<file path="src/rtl/decodificador_scan.sv">
// Registered active-low channel decoder with direct-select and round-robin scan modes.
// Channel 0 is the home channel and ignores sensor inhibit; every channel change passes through a one-cycle blank.
module decodificador_scan #(
    parameter int SEL_W  = 2,
    parameter int SENS_W = 3,
    parameter int DWELL  = 4
) (
    input  logic                    clk,
    input  logic                    rst_n,
    input  logic                    en,
    input  logic                    mode,
    input  logic [SEL_W-1:0]        sel,
    input  logic [SENS_W-1:0]       sens,
    output logic [(1<<SEL_W)-1:0]   out_n,
    output logic [SEL_W-1:0]        active_idx,
    output logic                    valid
);

    localparam int N    = 1 << SEL_W;
    localparam int DW_W = $clog2(DWELL);

    localparam logic [1:0] ST_OFF   = 2'd0;
    localparam logic [1:0] ST_DRIVE = 2'd1;
    localparam logic [1:0] ST_BLANK = 2'd2;

    localparam logic [SEL_W-1:0] IDX_ONE = 1;
    localparam logic [DW_W-1:0]  DW_ONE  = 1;
    localparam logic [DW_W-1:0]  DW_LAST = DW_W'(DWELL - 1);

    logic [1:0]       state_q, state_d;
    logic [SEL_W-1:0] cur_idx_q, cur_idx_d;
    logic [N-1:0]     out_n_q, out_n_d;
    logic             valid_q, valid_d;
    logic [SEL_W-1:0] scan_idx_q, scan_idx_d;
    logic [DW_W-1:0]  dwell_cnt_q, dwell_cnt_d;

    logic [SEL_W-1:0] tgt;
    logic             inhibit;

    function automatic logic [N-1:0] decode(input logic [SEL_W-1:0] k, input logic inh);
        logic [N-1:0] v;
        v = '1;
        if (k == '0 || !inh)
            v[k] = 1'b0;
        return v;
    endfunction

    assign tgt     = mode ? scan_idx_q : sel;
    assign inhibit = (sens == '0);

    always_comb begin
        scan_idx_d  = scan_idx_q;
        dwell_cnt_d = dwell_cnt_q;
        if (!en || !mode) begin
            scan_idx_d  = '0;
            dwell_cnt_d = '0;
        end else if (dwell_cnt_q == DW_LAST) begin
            dwell_cnt_d = '0;
            scan_idx_d  = scan_idx_q + IDX_ONE;
        end else begin
            dwell_cnt_d = dwell_cnt_q + DW_ONE;
        end
    end

    always_comb begin
        state_d   = state_q;
        cur_idx_d = cur_idx_q;
        out_n_d   = '1;
        case (state_q)
            ST_OFF: begin
                if (en) begin
                    state_d   = ST_DRIVE;
                    cur_idx_d = tgt;
                    out_n_d   = decode(tgt, inhibit);
                end
            end
            ST_DRIVE: begin
                if (!en)
                    state_d = ST_OFF;
                else if (tgt != cur_idx_q)
                    state_d = ST_BLANK;
                else
                    out_n_d = decode(cur_idx_q, inhibit);
            end
            ST_BLANK: begin
                if (!en) begin
                    state_d = ST_OFF;
                end else begin
                    state_d   = ST_DRIVE;
                    cur_idx_d = tgt;
                    out_n_d   = decode(tgt, inhibit);
                end
            end
            default: state_d = ST_OFF;
        endcase
        // valid is derived from next-state values so it lands on the same edge as out_n
        valid_d = (state_d == ST_DRIVE) && (out_n_d != '1);
    end

    always_ff @(posedge clk) begin
        if (!rst_n) begin
            state_q     <= ST_OFF;
            cur_idx_q   <= '0;
            out_n_q     <= '1;
            valid_q     <= 1'b0;
            scan_idx_q  <= '0;
            dwell_cnt_q <= '0;
        end else begin
            state_q     <= state_d;
            cur_idx_q   <= cur_idx_d;
            out_n_q     <= out_n_d;
            valid_q     <= valid_d;
            scan_idx_q  <= scan_idx_d;
            dwell_cnt_q <= dwell_cnt_d;
        end
    end

    assign out_n      = out_n_q;
    assign active_idx = cur_idx_q;
    assign valid      = valid_q;

endmodule

</file>
<file path="config.mk">
export PLATFORM = sky130hd
export DESIGN_NAME = decodificador_scan
export DESIGN_NICKNAME = d
export VERILOG_FILES = /design/src/rtl/decodificador_scan.sv
export SDC_FILE = /design/constraint.sdc
export NUM_CORES = 1
export LEC_CHECK = 0
export ABC_AREA = 0
export CORE_AREA = 2 2 39 41
export DETAILED_ROUTE_END_ITERATION = 8
export DIE_AREA = 0 0 41 43
export HOLD_SLACK_MARGIN = 0.05
export PLACE_DENSITY = 0.75
export SLEW_MARGIN = 15
export SYNTH_ARGS = -nofsm -noshare
export SYNTH_HDL_FRONTEND = slang
export SYNTH_SLANG_ARGS = --single-unit
export TNS_END_PERCENT = 20
</file>
<file path="constraint.sdc">
create_clock -name clk -period 4.1 [get_ports clk]
set_input_delay 0.41 -clock clk [delete_from_list [all_inputs] [get_ports clk]]
set_output_delay 0.41 -clock clk [all_outputs]
set_load 0.1 [all_outputs]
</file>
After elaboration in Yosys (flattened, before gate mapping)

Index checks and enable logic that the tools add are counted.

Add/sub/neg operators: 2
$lt $le $gt $ge: 4
Eq/ne operators: 6
Mux-type cells: 16
Bitwise operators: 3
Reductions and logical operators: 17

Operators with widths:

| kind                  | number |
|---|---|
| $mux W4               | 5 |
| $mux W2               | 4 |
| $not A4 Y4            | 2 |
| $pmux W4 S2           | 1 |
| $logic_not A2 Y1      | 3 |
| $lt A2 B3 Y1 const B  | 2 |
| $pmux W2 S3           | 1 |
| $add A2 B1 Y2 const B | 2 |
| $demux W1 S2          | 2 |
| $eq A2 B1 Y1 const B  | 2 |
| $eq A2 B2 Y1 const B  | 2 |
| $ge A2 B1 Y1 const B  | 2 |
| $ne A4 B4 Y1 const B  | 1 |
| $reduce_or A2 Y1      | 2 |
| $logic_and A1 B1 Y1   | 3 |
| $logic_not A1 Y1      | 3 |
| $logic_not A3 Y1      | 1 |
| $logic_or A1 B1 Y1    | 3 |
| $mux W1               | 3 |
| $reduce_or A3 Y1      | 1 |
| $ne A2 B2 Y1          | 1 |
| $reduce_and A2 Y1     | 1 |
| $not A1 Y1            | 1 |

Flip-flop bits (word level): 13
Input port bits: 9
Output and inout bits: 7
Word-level logic and storage cells: 54

Logic depth before layout (Yosys ltp)

Word-level depth: 11
Gate-level depth with buffers: 5
Depth with buffers taken out: 4

Worst setup path after synthesis

No wires, ideal clock.

Path kind: reg-to-reg
Start point: register cur_idx_q[1], in the netlist active_idx[1]
End point: register out_n_q[2], in the netlist out_n[2]
Setup time: 0.120 ns
Data arrival time: 2.098 ns
Required time: 3.980 ns
Slack: 1.882 ns
Stages on the path, launching flop included: 5
Path buffers: 0
Clock period less this slack: 2.218 ns
Cells stage by stage: dfxtp_1 -> inv_1 -> or3_1 -> a2111o_1 -> or2_1

Longest elaborated chain between the ends: 9
Elaborated cells on any way between the ends: 13
Classes of those cells: 2 x order compare; 1 x eq/ne; 6 x mux; 1 x bitwise; 3 x reduce/logical

RTL lines:

| element                                                                   | line | source |
|---|---|---|
| from (decl)                                                               | 31   | `logic [SEL_W-1:0] cur_idx_q, cur_idx_d;` |
| from (signal assigned)                                                    | 110  | `cur_idx_q <= cur_idx_d;` |
| $lt A2 B3 Y1 (not written as such) / $ge A2 B1 Y1 (equally long branches) | 44   | `v[k] = 1'b0;` |
| $logic_and A1 B1 Y1 (not written as such)                                 | 44   |  |
| $mux W1 (not written as such)                                             | 44   |  |
| $demux W1 S2                                                              | 44   |  |
| $not A4 Y4 (no source line)                                               | --   |  |
| $mux W4                                                                   | 43   | `if (k == '0 \|\| !inh)` |
| $mux W4 *                                                                 | 80   | `else if (tgt != cur_idx_q)` |
| $mux W4 *                                                                 | 78   | `if (!en)` |
| $pmux W4 S2 *                                                             | 69   | `case (state_q)` |
| to (signal assigned)                                                      | 111  | `out_n_q <= out_n_d;` |
| to (decl)                                                                 | 32   | `logic [N-1:0] out_n_q, out_n_d;` |

Mark *: on every way between the ends. The rest lies on a longest branch, timed or not.
A chain may end at the register's enable or synchronous reset.

Worst setup path after layout

Start point: register cur_idx_q[0], in the netlist active_idx[0]
End point: output port active_idx[0]

RTL lines:

| element   | line | source |
|---|---|---|
| to (decl) | 15   | `output logic [SEL_W-1:0] active_idx,` |

No word-level cell between the ends.

==> results.cfg <==
[logic_synthesis]
syn-cell-area_um2 = 598
synth_mux_area_frac = 0.0732
async_flop_share = 0
synth_top_cell_by_area = dfxtp_1
yosysMostFrequentCell = dfxtp_1
synth_top_area_share = 0.435
synth_common_cells = 13 x dfxtp_1, 6 x nor2_1, 4 x inv_1, 4 x nand2_1, 3 x xnor2_1
avgSynthCellArea_um2 = 9.80
synth.area.top_cells = dfxtp_1 44%, xnor2_1 4.4%, mux2i_4 3.8%
synthAdderAreaFrac = 0.0209
yosys_warnings = 0
synth_top_flop_cell = dfxtp_1
synth_compound_area_frac = 0.167
seq_area_frac_synth = 0.435
synth_seq_cells = 13
synthCells = 61
synth_top_family_by_area = simple AND/OR/NAND/NOR gates
synth-xor-area-share = 0.0586
ys_types = 31
syn-num-nets = 71
synthSimpleGateAreaFrac = 0.201
synth_edf_count = 0

[worst_setup_path]
regToRegStartpoint = active_idx[1]
cp_top_family = buffers and inverters
critPathKind = reg -> out
cp_cell_sequence = clkdlybuf4s50_1
r2r_slack_ps = 2450
path_buf_inv = 1
crit_arrival_ps = 1910
critPathMaxStageDelay_ps = 1180
cp.required_ps = 3690
start_kind = flop
startpoint = active_idx[0]
cp_slowest_cell = clkdlybuf4s50_1
endpoint_kind = primary output
cp_max_fo = 6

[timing]
fin_crit_ps = 2320
period_share = 0.566
worst_slack_ps = 1780
hold_viol = 0
setup_viol = 0
worst_slew_pin_slew_ps = 971
final_max_slew_viol_count = 0
setup_tns_ps = 0
rsz0062_at_grt = no
relSlewSlack = 0.351
skew_ps = 1.92
timing.fmax_ghz = 0.431

[drt]
wl_per_cell_um = 13.5
drt-total-wl_um = 1280
drcViolationCount = 0
ant_nets = 0
drtIter0Drc = 18
via_per_inst = 5.62
first_pass_iters = 6
vias = 534

[power_and_ir_drop]
p_switching_uw = 94.7
seq_power_share = 0.478
p_per_area_mw_per_mm2 = 369
internal_power_uw = 194
max-vdd-ir-drop_v = 0.000145
power.leakage_uw = 0.000288
switching_share = 0.328
p_clk_frac = 0.279
combPwrFrac = 0.243

[place]
portBuffers = 15
detailed_place_hpwl_um = 962
gp_congestion = 0.932
post-place-ws_ps = 1840
dp.cells = 91
post_dp_cell_area_um2 = 757

[final_layout]
fill_cells = 131
antennaDiodeCount = 0
design_area_um2 = 783
drive_gt1_frac = 0.101
instances_no_fill = 95
area_delta_synth_final_pct = 31.0
fin_nets = 90

[floorplan]
dieArea_mm2 = 0.00176
ios = 16
num_rows = 14
die_w_um = 41
initial_core_util = 0.432
coreArea_mm2 = 0.00138
fp.dieH_um = 43

[cts]
clock_sinks = 13
cts_setup_buffers = 0
cts_tree = built
path_clk_slew_ps = 80
cts-buffers-inserted = 3
clock_latency_ps = 280
cts_resized = 0
hold_buffers = 0
clock_path_buffers = 2
htreeDepth = 1
clockRootBuffer = clkbuf_4

[run]
cap_violations = 0

[global_routing]
grt_usage = 0.179
use_met3 = 0.0366
grt_pass1_vias = 508
grt_max_degree = 8
grtUsageMet2 = 0.266
antenna_found_initial = 0
busiest_layer = met2
grt_pass1_wl_um = 2100
overflow = 0
met1_usage = 0.215

[worst_hold_path]
hp-class = reg -> reg
min-delay-start = dwell_cnt_q[0]

[run_status]
status = finished, final reports clean
[through the flow]
stage	hold slack [ps]	power [µW]	util
3_5_place_dp	417	210	0.547
3_3_place_gp	412	209	0.547
6_report	425	289	0.566
4_1_cts	429	293	0.566
2_1_floorplan	404	189	-
5_1_grt	449	303	0.566
[layer usage]
metal  share of wire  wire, µm
met1            0.44       568
met2            0.46       592
met3           0.063        81
met4           0.028        36
met5               0         0
[registers in the layout, indices dropped and copies added, names as in the netlist]
register	count
active_idx	2
dwell_cnt_q	2
out_n	4
scan_idx_q	2
state_q	2
valid	1
[worst paths after layout]
kind                    end  cells past startpoint
max           active_idx[0]                      1
min          dwell_cnt_q[0]                      1
max reg2reg        out_n[2]                      4
min reg2reg  dwell_cnt_q[0]                      1
[cell usage in the layout, fill, tap and decap left out, types with 2 or more instances in the layout]
| cell type | instances |
|---|---|
| dfxtp_1 | 13 |
| nand2_1 | 4 |
| nor3_1 | 2 |
| o32ai_1 | 2 |
| nor2_1 | 6 |
| clkbuf_4 | 3 |
| a211oi_1 | 2 |
| inv_1 | 4 |
| o31ai_1 | 2 |
| clkdlybuf4s50_1 | 15 |
| nand3_1 | 2 |
| xnor2_1 | 3 |
[logic make-up (layout without fill, tap and decap cells)]
group | after synthesis | count (layout)
compound gates | 12 | 12
xor+xnor | 4 | 4
fa+ha+maj | 1 | 1
buf+inv | 5 | 23
flops | 13 | 13
mux | 3 | 3
simple gates | 23 | 23
[power by group through the flow]
| stage | combinational [µW] | clock (µW) | sequential [µW] |
|---|---|---|---|
| final | 70.2 | 80.7 | 138 |
| after detailed placement | 69.5 | 0 | 141 |
| after global placement | 68.8 | 0 | 140 |
| after floorplan | 23.5 | 0 | 166 |
| after global routing | 74.3 | 89.2 | 139 |
| after CTS | 69.8 | 85.0 | 138 |
[cell type report]
type	count	area, µm²	share of cell area
Sequential cell	13	260	0.332
Multi-Input combinational cell	43	312	0.398
Tap cell	16	20.0	0.0256
Clock buffer	4	26.3	0.0335
Timing Repair Buffer	15	150	0.192
Inverter	4	15.0	0.0192
Note: power is estimated with default switching activity, not from simulation.
